### src/rtl/fetch_buffer_pkg.sv
// Shared widths, the DLX NOP encoding and the fetch entry record for the fetch buffer.
// Combinational constants only.
package fetch_buffer_pkg;

   localparam int FB_PC_W    = 30;
   localparam int FB_INSTR_W = 32;
   localparam int FB_ENTRY_W = FB_PC_W + FB_INSTR_W;

   // DLX NOP: opcode 0x15 in bits [31:26], all other fields zero.
   localparam logic [FB_INSTR_W-1:0] FB_NOP_INSTR = 32'h5400_0000;

   typedef struct packed {
      logic [FB_PC_W-1:0]    pc;
      logic [FB_INSTR_W-1:0] instr;
   } fb_entry_t;

   function automatic fb_entry_t fb_make_entry(input logic [FB_PC_W-1:0]    pc,
                                               input logic [FB_INSTR_W-1:0] instr);
      fb_entry_t e;
      e.pc    = pc;
      e.instr = instr;
      return e;
   endfunction

endpackage

### src/rtl/fetch_buffer_mem.sv
// DEPTH x WIDTH register array: synchronous write port, combinational read port.
// Contents are not reset; the owner tracks which slots hold live data.
module fetch_buffer_mem #(
   parameter int DEPTH = 2,
   parameter int WIDTH = 62,
   parameter int PTR_W = $clog2(DEPTH)
) (
   input  logic             clock,
   input  logic             wr_en_i,
   input  logic [PTR_W-1:0] wr_addr_i,
   input  logic [WIDTH-1:0] wr_dat_i,
   input  logic [PTR_W-1:0] rd_addr_i,
   output logic [WIDTH-1:0] rd_dat_o
);

   logic [WIDTH-1:0] mem_q [DEPTH];

   always_ff @(posedge clock) begin
      if (wr_en_i) begin
         mem_q[wr_addr_i] <= wr_dat_i;
      end
   end

   assign rd_dat_o = mem_q[rd_addr_i];

endmodule

### src/rtl/fetch_buffer.sv
// In-order {PC, instruction} queue between fetch and decode; single-cycle flush of wrong-path entries.
// Latency 1 cycle (no fall-through); in_ready depends only on occupancy, so a full buffer stalls fetch.
module fetch_buffer
   import fetch_buffer_pkg::*;
#(
   parameter int                   DEPTH     = 2,
   parameter int                   PC_W      = FB_PC_W,
   parameter int                   INSTR_W   = FB_INSTR_W,
   parameter logic [INSTR_W-1:0]   NOP_INSTR = FB_NOP_INSTR,
   parameter int                   PTR_W     = $clog2(DEPTH),
   parameter int                   CNT_W     = $clog2(DEPTH) + 1
) (
   input  logic               clock,
   input  logic               reset,
   input  logic               in_valid,
   input  logic [PC_W-1:0]    in_pc,
   input  logic [INSTR_W-1:0] in_instr,
   output logic               in_ready,
   input  logic               flush,
   output logic               out_valid,
   output logic [PC_W-1:0]    out_pc,
   output logic [PC_W-1:0]    out_link,
   output logic [INSTR_W-1:0] out_instr,
   input  logic               out_ready,
   output logic [CNT_W-1:0]   count
);

   localparam int ENTRY_W = PC_W + INSTR_W;

   logic [PTR_W-1:0]   wr_ptr_q, wr_ptr_d;
   logic [PTR_W-1:0]   rd_ptr_q, rd_ptr_d;
   logic [CNT_W-1:0]   count_q,  count_d;
   logic [PC_W-1:0]    last_pc_q;

   logic               push;
   logic               pop;
   logic               mem_we;
   logic [ENTRY_W-1:0] wr_dat;
   logic [ENTRY_W-1:0] rd_dat;
   logic [PC_W-1:0]    head_pc;
   logic [INSTR_W-1:0] head_instr;

   assign in_ready  = (count_q != CNT_W'(DEPTH));
   assign out_valid = (count_q != '0);
   assign push      = in_valid & in_ready;
   assign pop       = out_valid & out_ready;
   assign mem_we    = push & ~flush;
   assign wr_dat    = {in_pc, in_instr};

   fetch_buffer_mem #(
      .DEPTH (DEPTH),
      .WIDTH (ENTRY_W),
      .PTR_W (PTR_W)
   ) u_mem (
      .clock     (clock),
      .wr_en_i   (mem_we),
      .wr_addr_i (wr_ptr_q),
      .wr_dat_i  (wr_dat),
      .rd_addr_i (rd_ptr_q),
      .rd_dat_o  (rd_dat)
   );

   always_comb begin
      wr_ptr_d = wr_ptr_q;
      rd_ptr_d = rd_ptr_q;
      count_d  = count_q;
      if (flush) begin
         // Discard everything; a same-cycle push or pop has no effect on the queue.
         count_d  = '0;
         rd_ptr_d = wr_ptr_q;
      end else begin
         if (push) begin
            wr_ptr_d = wr_ptr_q + PTR_W'(1);
         end
         if (pop) begin
            rd_ptr_d = rd_ptr_q + PTR_W'(1);
         end
         unique case ({push, pop})
            2'b10:   count_d = count_q + CNT_W'(1);
            2'b01:   count_d = count_q - CNT_W'(1);
            default: count_d = count_q;
         endcase
      end
   end

   always_ff @(posedge clock or negedge reset) begin
      if (!reset) begin
         wr_ptr_q  <= '0;
         rd_ptr_q  <= '0;
         count_q   <= '0;
         last_pc_q <= '0;
      end else begin
         wr_ptr_q  <= wr_ptr_d;
         rd_ptr_q  <= rd_ptr_d;
         count_q   <= count_d;
         last_pc_q <= out_pc;
      end
   end

   assign head_pc    = rd_dat[ENTRY_W-1 -: PC_W];
   assign head_instr = rd_dat[INSTR_W-1:0];

   // While empty, keep showing the PC decode last saw; stale storage never reaches the ports.
   assign out_pc    = out_valid ? head_pc    : last_pc_q;
   assign out_instr = out_valid ? head_instr : NOP_INSTR;
   assign out_link  = out_pc + PC_W'(1);
   assign count     = count_q;

endmodule

### config.mk
export PLATFORM = sky130hd
export DESIGN_NAME = fetch_buffer
export DESIGN_NICKNAME = d
export VERILOG_FILES = /design/src/rtl/fetch_buffer_pkg.sv /design/src/rtl/fetch_buffer_mem.sv /design/src/rtl/fetch_buffer.sv
export SDC_FILE = /design/constraint.sdc
export NUM_CORES = 1
export LEC_CHECK = 0
export CAP_MARGIN = 20
export CORE_ASPECT_RATIO = 0.6
export CORE_MARGIN = 10
export CORE_UTILIZATION = 35
export DETAILED_ROUTE_END_ITERATION = 6
export PLACE_DENSITY = 0.7
export SETUP_SLACK_MARGIN = 0.15
export SKIP_CTS_REPAIR_TIMING = 1
export SLEW_MARGIN = 20
export SYNTH_ARGS = -nofsm -noshare
export SYNTH_HDL_FRONTEND = slang
export SYNTH_SLANG_ARGS = --single-unit
### constraint.sdc
create_clock -name clock -period 4.89 [get_ports clock]
set_clock_uncertainty 0.1 [all_clocks]
set_input_delay 0.978 -clock clock [delete_from_list [all_inputs] [get_ports clock]]
set_output_delay 0.978 -clock clock [all_outputs]
set_load 0.01 [all_outputs]
==> results_dict.tcl <==
set metrics [dict create \
    antenna_found_initial 0 \
    synth-simple-area-share 0.0904 \
    rows 38 \
    met2_usage 0.203 \
    path_clk_slew_ns 0.06 \
    portBuffers 162 \
    die_h_microns 126 \
    clk_latency_ns 0.41 \
    mostFrequentLayoutCells "clkdlybuf4s50_1, edfxtp_1, mux2i_1" \
    drt_wl_total_microns 16600 \
    clkSinkCount 158 \
    dr.pass1.iters 4 \
    max_freq_mhz 222 \
    ys_seq_elements 158 \
    leakagePower_nw 3.33 \
    synth_xor_area_frac 0.0402 \
    regToRegSetupSlack_ns 2.29 \
    grt_busiest_layer "met2" \
    nets 687 \
    final_core_util 0.502 \
    start_util 0.359 \
    dieArea_sq_um 24700 \
    grt_max_degree 42 \
    yosysWarnings 0 \
    arrival_ns 3.43 \
    synth_top_family_by_area "multiplexers" \
    seq_area_frac_synth 0.701 \
    cts-root-buf "clkbuf_16" \
    cp-end-kind "primary output" \
    syn_area_sq_um 6530 \
    fin_crit_sh 0.922 \
    maxCapViolCount 0 \
    cp_max_fo 18 \
    worstPathCellList "mux2i_1 -> a21o_1 -> nor4_4 -> nand4_4 -> nor4b_2 -> xor2_1 -> clkdlybuf4s50_1" \
    overflow 0 \
    rsz0062_at_grt "false" \
    crit_type "reg -> out" \
    vdd_drop_max_uv 242 \
    cts_buffer_depth 2 \
    detail-route-antenna-nets 0 \
    met1_usage 0.177 \
    syn_inst 434 \
    dp_hpwl_microns 11800 \
    syn_nets 502 \
    cp_slowest_stage_delay_ns 0.63 \
    final_max_slew_viol_count 0 \
    grt_usage 0.134 \
    finalHoldViolations 0 \
    cpMaxStageDelayCell "dfrtp_4" \
    drc 0 \
    cts_buffers 17 \
    ioPinCount 163 \
    ys_types 42 \
    status "finished, final reports clean" \
    dpl_worst_slack_ns 0.583 \
    fin_ws_ns 0.383 \
    start_kind "flip-flop" \
    slew_headroom 0.432 \
    die_w_microns 196 \
    setup_viol 0 \
    synth_compound_area_frac 0.0240 \
    via_count 4106 \
    final.setup.tns_ns 0 \
    post_route_cells_drive_above_1_share 0.125 \
    layout_commonest_cell "clkdlybuf4s50_1" \
    hold_class "reg -> reg" \
    place_congestion 0.806 \
    min_period_ns 4.51 \
    via_per_inst 4.71 \
    grt_pass1_wl_microns 25800 \
    areaGrowthSynthToFinish_pct 40.0 \
    wire_per_inst_microns 19.1 \
    diodes 0 \
    met3_usage 0.0453 \
    grt_pass1_vias 4513 \
    drtIter0Drc 292 \
    powerDensity_nw_per_um2 510 \
    cts_tree "built" \
    worst_pin_slew_ns 0.852 \
    crit_required_ns 3.81 \
    core_area_sq_um 18200 \
    syn_area_per_cell_sq_um 15.0 \
    synthMuxAreaShare 0.116 \
    htree_levels 4 \
    synth_adder_area_share 0.00192 \
]
sequential cells by signal, indices dropped and copies added (netlist names):
signal       flops
u_mem.mem_q    124
last_pc_q       30
count            2
rd_ptr_q         1
wr_ptr_q         1
worst paths after layout:
check / startpoint / to / cells after the start
setup / recovery: rd_ptr_q / out_link[29] / 7
hold / removal: wr_ptr_q / wr_ptr_q / 1
setup reg to reg: count[0] / u_mem.mem_q[0][27] / 5
hold reg to reg: wr_ptr_q / wr_ptr_q / 1
max in group asynchronous: reset / rd_ptr_q / 1
min in group asynchronous: reset / last_pc_q[4] / 1
where the power goes:
group / total (mW) / leakage (nW) / internal (mW) / switching [mW]
registers: 1.76 / 1.53 / 1.68 / 0.0865
logic: 1.64 / 1.54 / 0.824 / 0.816
clock network: 1.26 / 0.264 / 0.748 / 0.507
total: 4.66 / 3.33 / 3.25 / 1.41
area by class of cell:
class	instances	area (sq um)
Fill cell	1557	9070
Sequential cell	158	4580
Timing Repair Buffer	184	1820
Multi-Input combinational cell	237	1800
Clock buffer	21	440
Tap cell	240	300
Clock inverter	11	118
Inverter	21	81.3
logic make-up after synthesis:
family / count (synthesis)
DFF: 158
buffers and inverters: 39
xor gates and xnor gates: 30
AOI/OAI and AO/OA: 26
muxes: 74
adders and majority gates: 1
and+or+nand+nor: 106
critical path, delay by kind of cell, from the launching register on:
family | cells | cell delay (ns)
xor gates and xnor gates | 1 | 0.18
AOI/OAI and AO/OA | 1 | 0.25
muxes | 1 | 0.17
and+or+nand+nor | 3 | 1.22
DFF | 1 | 0.63
buffers and inverters | 1 | 0.56
metrics by stage:
step / power [mW] / std cells / hold WS (ns) / instance area [sq um]
floorplan: 2.60 / 434 / 0.388 / 6530
global placement: 3.40 / 839 / 0.455 / 8550
detailed placement: 3.43 / 839 / 0.464 / 8550
CTS: 4.70 / 871 / 0.479 / 9110
global route: 4.91 / 872 / 0.513 / 9140
finish: 4.66 / 872 / 0.474 / 9140
per-layer routing:
layer	share of wire	vias up	routed length (microns)
li1	-	1947	-
met1	0.45	2017	7490
met2	0.46	127	7660
met3	0.082	15	1360
met4	0.0075	0	125
met5	0	-	0
cell usage after synthesis:
cell      number  share of area
and2_1         1        0.00096
dfrtp_1       34           0.13
a211oi_1       1         0.0012
buf_2          4         0.0031
nand4b_1       1         0.0013
a21o_1         4         0.0046
inv_2          2         0.0012
nand2b_1       1        0.00096
a211oi_2       1         0.0019
buf_1          4         0.0023
nor2_4         1         0.0017
and3_1         1        0.00096
o21ai_0        9         0.0069
edfxtp_1     124           0.57
nand3b_1       1         0.0012
mux2_2        12          0.021
nor4b_2        4         0.0092
nand4_1        2         0.0019
nor3_2         2         0.0031
xor2_1        12          0.016
nor4_2         1         0.0019
nor4_1         2         0.0019
nand4_2        1         0.0019
inv_1         18          0.010
nor4_4         1         0.0033
nand3_1        4         0.0031
buf_6          1         0.0017
nor3b_1        1         0.0012
nor2_1        39          0.022
nand3_4        1         0.0027
buf_4          5         0.0057
nor3_1        21          0.016
clkinv_1       1        0.00057
ha_1           1         0.0019
a21oi_1        9         0.0069
clkbuf_1       4         0.0023
o21a_1         1         0.0012
a21oi_2        1         0.0013
nand4_4        1         0.0033
mux2i_1       62          0.095
nand2_1       20          0.011
xnor2_1       18          0.024
Power figures use the tool's default switching activity.
